$ cat config.mk
export PLATFORM = sky130hd
export DESIGN_NAME = shutdown_mode
export DESIGN_NICKNAME = d
export VERILOG_FILES = /design/src/rtl/shutdown_pkg.sv /design/src/rtl/tick_gen.sv /design/src/rtl/shutdown_mode.sv
export SDC_FILE = /design/constraint.sdc
export NUM_CORES = 1
export LEC_CHECK = 0
export CAP_MARGIN = 20
export CORE_ASPECT_RATIO = 1.1
export CORE_UTILIZATION = 35
export CTS_CLUSTER_SIZE = 28
export DETAILED_ROUTE_END_ITERATION = 12
export MAX_ROUTING_LAYER = met4
export SLEW_MARGIN = 40
export SYNTH_ARGS = -nofsm -noshare
export SYNTH_HDL_FRONTEND = slang
export SYNTH_SLANG_ARGS = --single-unit
$ cat constraint.sdc
create_clock -name clk -period 2.5 [get_ports clk]
set_clock_uncertainty 0.05 [all_clocks]
set_input_delay 0.625 -clock clk [delete_from_list [all_inputs] [get_ports clk]]
set_output_delay 0.625 -clock clk [all_outputs]
set_load 0.02 [all_outputs]
$ cat src/rtl/shutdown_pkg.sv
// Shared types and constants for the power-down sequencer: FSM states,
// seven-segment digit codes and tube-enable patterns.
package shutdown_pkg;

    typedef enum logic [1:0] {
        S_IDLE      = 2'd0,
        S_ON        = 2'd1,
        S_COUNTDOWN = 2'd2,
        S_BLINK     = 2'd3
    } state_e;

    // Active-high segments {g..a}; entry 9 sits in the MSB slot.
    localparam logic [9:0][6:0] SEG_TABLE = {
        7'h6F, 7'h7F, 7'h07, 7'h7D, 7'h6D,
        7'h66, 7'h4F, 7'h5B, 7'h06, 7'h3F
    };

    localparam logic [7:0] TUBES_ON  = 8'h00;
    localparam logic [7:0] TUBES_OFF = 8'hFF;

    function automatic logic [6:0] seg(input logic [3:0] d);
        return (d > 4'd9) ? 7'h00 : SEG_TABLE[d];
    endfunction

endpackage

$ cat src/rtl/tick_gen.sv
// Display-tick prescaler: one-cycle tick every TICK_DIV clocks, restartable via clr.
module tick_gen #(
    parameter int TICK_DIV = 25_000_000
) (
    input  logic clk,
    input  logic rst,
    input  logic clr,
    output logic tick
);

    localparam int CW = $clog2(TICK_DIV);

    logic [CW-1:0] cnt_q, cnt_d;

    assign tick = (cnt_q == CW'(TICK_DIV - 1));

    always_comb begin
        cnt_d = cnt_q + 1'b1;
        if (clr || tick) cnt_d = '0;
    end

    always_ff @(posedge clk or posedge rst) begin
        if (rst) cnt_q <= '0;
        else     cnt_q <= cnt_d;
    end

endmodule

$ cat src/rtl/shutdown_mode.sv
// Power-down sequencer: watches the main switch while running, then shows a
// digit countdown and a blink on all tubes before returning to off.
module shutdown_mode
    import shutdown_pkg::*;
#(
    parameter int TICK_DIV   = 25_000_000,
    parameter int COUNT_FROM = 3,
    parameter int BLINKS     = 4
) (
    input  logic       clk,
    input  logic       rst,
    input  logic       openit,
    input  logic       stay,
    output logic [6:0] number,
    output logic [7:0] tube,
    output logic       closing,
    output logic       off
);

    localparam int MAXC = (COUNT_FROM > BLINKS) ? COUNT_FROM : BLINKS;
    localparam int TW   = $clog2(2 * MAXC + 1);
    localparam logic [TW-1:0] BL_LAST = TW'(2 * BLINKS - 1);

    state_e        state_q, state_d;
    logic [TW-1:0] ticks_q, ticks_d;
    logic [3:0]    digit_q, digit_d;
    logic          tick;
    logic          clr;

    // Prescaler restarts on every state change so each state's first tick
    // lands TICK_DIV cycles after entry.
    assign clr = (state_d != state_q);

    tick_gen #(.TICK_DIV(TICK_DIV)) u_tick (
        .clk  (clk),
        .rst  (rst),
        .clr  (clr),
        .tick (tick)
    );

    always_comb begin
        state_d = state_q;
        ticks_d = ticks_q;
        digit_d = digit_q;
        case (state_q)
            S_IDLE: begin
                if (openit && stay) state_d = S_ON;
            end
            S_ON: begin
                if (!openit) begin
                    state_d = S_COUNTDOWN;
                    digit_d = 4'(COUNT_FROM);
                end
            end
            S_COUNTDOWN: begin
                // Abort outranks the final tick.
                if (openit) begin
                    state_d = S_ON;
                end else if (tick) begin
                    ticks_d = ticks_q + 1'b1;
                    if (ticks_q[0]) begin
                        if (digit_q == 4'd1) state_d = S_BLINK;
                        else                 digit_d = digit_q - 4'd1;
                    end
                end
            end
            S_BLINK: begin
                if (tick) begin
                    ticks_d = ticks_q + 1'b1;
                    if (ticks_q == BL_LAST) state_d = S_IDLE;
                end
            end
            default: state_d = S_IDLE;
        endcase
        if (state_d != state_q) ticks_d = '0;
    end

    always_ff @(posedge clk or posedge rst) begin
        if (rst) begin
            state_q <= S_IDLE;
            ticks_q <= '0;
            digit_q <= '0;
        end else begin
            state_q <= state_d;
            ticks_q <= ticks_d;
            digit_q <= digit_d;
        end
    end

    always_comb begin
        number  = 7'h00;
        tube    = TUBES_OFF;
        closing = 1'b0;
        off     = 1'b0;
        case (state_q)
            S_IDLE: off = 1'b1;
            S_ON:   ;
            S_COUNTDOWN: begin
                closing = 1'b1;
                tube    = TUBES_ON;
                number  = seg(digit_q);
            end
            S_BLINK: begin
                closing = 1'b1;
                number  = seg(4'd0);
                tube    = ticks_q[0] ? TUBES_OFF : TUBES_ON;
            end
            default: off = 1'b1;
        endcase
    end

endmodule

* After elaboration in Yosys (flattened, before gate mapping) *
Memory sizes are Yosys's and may differ from the RTL's.
Cells that the tools add are included.
Widths: inputs -> output; s select.

word-level totals
  input port bits = 4
  memories kept = 1
  output and inout port bits = 17
  bits in read-only memories = 112
  bits in registers = 35
  logic and storage cells = 58

memory list
  name             words  width  rd ports  clocked after Yosys merged registers in  wr ports  line                text
  (no name shown)  16     7      1         0                                        0         shutdown_pkg.sv:22  return (d > 4'd9) ? 7'h00 : SEG_TABLE[d];

cells by class
  multiplexer cells = 27
  reductions and logical operators = 8
  magnitude comparators = 2
  add/subtract/negate cells = 3
  equality and inequality tests = 13

operators by type and width
  operator               number
  $mux 4                 8
  $add 25x1->25 const B  1
  $eq 25x25->1 const B   1
  $mux 25                1
  $mux 2                 8
  $pmux 4 s2             2
  $pmux 8 s2             1
  $mux 7                 2
  $pmux 7 s2             1
  $mux 8                 1
  $ne 2x2->1 const B     4
  $pmux 2 s4             1
  $reduce_and 6->1       1
  $lt 4x5->1 const B     1
  $add 4x1->4 const B    1
  $eq 2x2->1 const B     2
  $eq 4x1->1 const B     1
  $eq 4x3->1 const B     1
  $gt 4x4->1 const B     1
  $sub 4x1->4 const B    1
  $ne 3x2->1 const B     1
  $reduce_bool 3->1      1
  $eq 2x1->1 const B     1
  $logic_not 2->1        1
  8 further kinds        9

* Depth between registers and ports, before layout *
  depth in word-level cells = 9
  mapped depth = 9

* Hierarchy *
A second synthesis with hierarchy kept.

unflattened totals
  cell total of the unflattened synthesis = 251
  area total of the unflattened synthesis = 2222.1 um2

by module, submodules not included
  module         instances  area each (um2)  cells each
  tick_gen       1          1282.5           139
  shutdown_mode  1          939.7            112

* Least setup slack after synthesis *
Ideal clock, no wire load.

  kind = register to output
  start = register digit_q[0]
  end = output port number[0]
  setup slack = 0.261 ns
  cell stages (with the launch flop) = 7
  data arrival time = 1.564 ns
  cell sequence = dfrtp_1 inv_1 ha_1 nor2_1 o21ai_0 nand2_1 o21ai_0

on the way
  longest elaborated chain between the ends = 4
  elaborated cells on any way between the ends = 5

ends and longest elaborated chain
  element                       line                 text
  from (decl)                   shutdown_mode.sv:26  logic [3:0] digit_q, digit_d;
  from (signal assigned)        shutdown_mode.sv:86  digit_q <= digit_d;
  $mem_v2 16x7                  -
  $mux 7 (implied by the code)  shutdown_pkg.sv:22
  $mux 7 (*)                    shutdown_pkg.sv:22
  $pmux 7 s2 (*)                shutdown_mode.sv:95  case (state_q)
  to (decl)                     shutdown_mode.sv:14  output logic [6:0] number,

Every way passes the cells marked *; elsewhere a longest branch is shown, timed or not. The select of a mux whose other input is x is not followed.

* Worst setup path in the final report *
  start = register state_q[1]
  end = output port off

on the way
  longest elaborated chain between the ends = 2

ends and longest elaborated chain
  element                 line                 text
  from (decl)             shutdown_mode.sv:24  state_e state_q, state_d;
  from (signal assigned)  shutdown_mode.sv:84  state_q <= state_d;
  $logic_not 2->1         shutdown_mode.sv:95
  $mux 1                  shutdown_mode.sv:95
  to (decl)               shutdown_mode.sv:17  output logic off

Every way passes these cells.

==> results.yml <==
pwr:
  comb_power_share: 0.025
  pwr-share-seq: 0.544
  clockPowerShare: 0.430
  swShare: 0.205
  ir_drop_v: 0.000252
  switchingPower_uw: 213
  p_per_area_nw_per_um2: 383
  p_leak_uw: 0.00117
  internal_power_uw: 827
global_routing:
  grtUsageTotal: 0.159
  grt_pass1_vias: 1855
  grt_antenna_before_repair: 0
  grt_max_degree: 36
  overflow: 0
  grt_pass1_wl_mm: 8.52
drt:
  avgRoutedWirePerCell_um: 12.7
  drtPass1Iterations: 4
  drtIter0Drc: 85
  vias: 1891
  drt_wl_total_mm: 4.76
  vias_per_cell: 5.04
  drc: 0
  drtAntennaViolNets: 0
clock_tree:
  cts_tree: "built"
  cts_buffers: 5
  cts.path.max_buffers: 2
  path_clk_slew_ps: 70
  holdBufCountCts: 0
  cts_root_buf: "clkbuf_8"
  cts_sinks: 35
  htree_levels: 2
  clock_latency_ps: 280
finish:
  drive_gt1_frac: 0.139
  fin_nets: 306
  final_common_cell: "nor2_1"
  n_antenna_cell: 0
  area_delta_synth_final_pct: 16.6
  fillers: 645
  final_cell_mix: "nor2_1 (41), dfrtp_1 (34), nand2_1 (29)"
  final_util: 0.430
floorplanning:
  start_util: 0.369
  die_area_sq_um: 6980
  die_w_um: 79.8
  core_sq_um: 6310
  top_level_ports: 21
  die_h_um: 87.5
  rows: 30
timing:
  fin_crit_sh: 0.934
  setup_tns_ps: 0
  relSlewSlack: 0.694
  hold_viol: 0
  slew_viol_final: 0
  period_needed_ps: 2330
  fmax_mhz: 428
  finalSetupViolCount: 0
  rsz0062_at_grt: "false"
  worst_pin_slew_ps: 457
  hold_slack_ps: 510
run:
  maxCapViolations: 0
synthesis:
  synth.ff_latch_count: 35
  synthArstFlopShare: 1.00
  netlist_area_sq_um: 2330
  syn_area_per_cell_sq_um: 8.66
  synth_cell_types: 47
  ys_warn_count: 0
  synth_edf_count: 0
  synth_nets: 281
  netlist_instances: 269
  seq_area_frac_synth: 0.376
  synth-main-ff-cell: "dfrtp_1"
worst_setup_path:
  end_kind: "output port"
  critPathArrivalTime_ps: 1660
  cp-start-kind: "register"
  crit_required_ps: 1820
  criticalPathCategory: "reg2out"
  path_max_fanout: 10
placed_design:
  dp_hpwl_mm: 3.42
  portBuffers: 20
  gp_congestion: 0.823
run_status:
  status: "completed"
worst_hold_path:
  hold_class: "reg2reg"
==> critical path, stage by stage, from the launching register on <==
cell	delay, ps
dfrtp_1	450
buf_4	200
nor2_1	110
clkdlybuf4s50_1	610
==> registers in the layout (all words and copies together), names as in the netlist <==
| name | count |
|---|---|
| digit_q | 4 |
| state_q | 2 |
| ticks_q | 4 |
| u_tick.cnt_q | 25 |
==> cell usage after synthesis (4+ instances only) <==
library cell | count | area (sq um)
nand4_1 | 6 | 37.5
ha_1 | 8 | 100
nor2_1 | 41 | 154
buf_4 | 11 | 82.6
nand2_1 | 29 | 109
xnor2_1 | 19 | 166
dfrtp_1 | 35 | 876
inv_1 | 10 | 37.5
nand3_1 | 14 | 70.1
nor3_1 | 4 | 20.0
o21ai_0 | 10 | 50.1
nand2b_1 | 7 | 43.8
nor4_1 | 5 | 31.3
clkbuf_1 | 6 | 22.5
xor2_1 | 4 | 35.0
a21oi_1 | 10 | 50.1
and3_1 | 7 | 43.8
==> final timing paths <==
path	cells after the start	from	slack [ps]	to
max in group asynchronous	3	rst	1360	digit_q[0]
min in group asynchronous	3	rst	700	u_tick.cnt_q[23]
worst max-delay path	3	state_q[1]	170	off
worst min-delay path	2	u_tick.cnt_q[16]	510	u_tick.cnt_q[16]
worst max register to register	7	u_tick.cnt_q[0]	350	u_tick.cnt_q[14]
worst min register to register	2	u_tick.cnt_q[16]	510	u_tick.cnt_q[16]
==> stage by stage <==
stage,setup WS [ps],total power (uW),instances,cell area (sq um)
2_1_floorplan,261,592,269,2330
3_3_place_gp,22.4,604,366,2640
3_5_place_dp,1.38,604,366,2640
4_1_cts,15.4,1060,375,2750
5_1_grt,9.59,1090,375,2710
6_report,166,1040,375,2710
==> area by class of cell <==
cell class / instances / area (sq um) / share of cell area
well taps: 80 / 100 / 0.0369
repair buffers: 37 / 305 / 0.112
inverters: 10 / 37.5 / 0.0138
flip-flops and latches: 35 / 877 / 0.323
clock buffers: 8 / 100 / 0.0369
multi-input cells: 205 / 1290 / 0.477
==> power groups by stage <==
stage	Sequential, uW	Clock (uW)	Combinational (uW)
finish	566	448	26.5
CTS	566	464	27.5
global route	565	495	30.3
detailed placement	577	0	27.5
floorplan	577	0	15.2
global placement	577	0	27.4
==> cell families (layout without fill, tap and decap cells) <==
kind of cell	Yosys count	in the layout	synth area share
buf+inv	29	55	0.0682
flops	35	35	0.376
fa+ha+maj	8	8	0.0430
xor+xnor	23	23	0.0865
compound gates	36	36	0.104
simple gates	136	136	0.313
mux	2	2	0.00860
==> timing repair <==
action                     CTS  global route
resized for setup           14            14
setup endpoints to repair    7             7
setup buffers                1             0
==> per-layer routing <==
metal | wire (um) | vias to the layer above | GRT usage
li1 | - | 971 | -
met1 | 2370 | 893 | 0.197
met2 | 2230 | 23 | 0.266
met3 | 119 | 4 | 0.0281
met4 | 40 | 0 | 0.0487
met5 | 0 | - | -
Note: power is estimated with default switching activity, not from simulation.
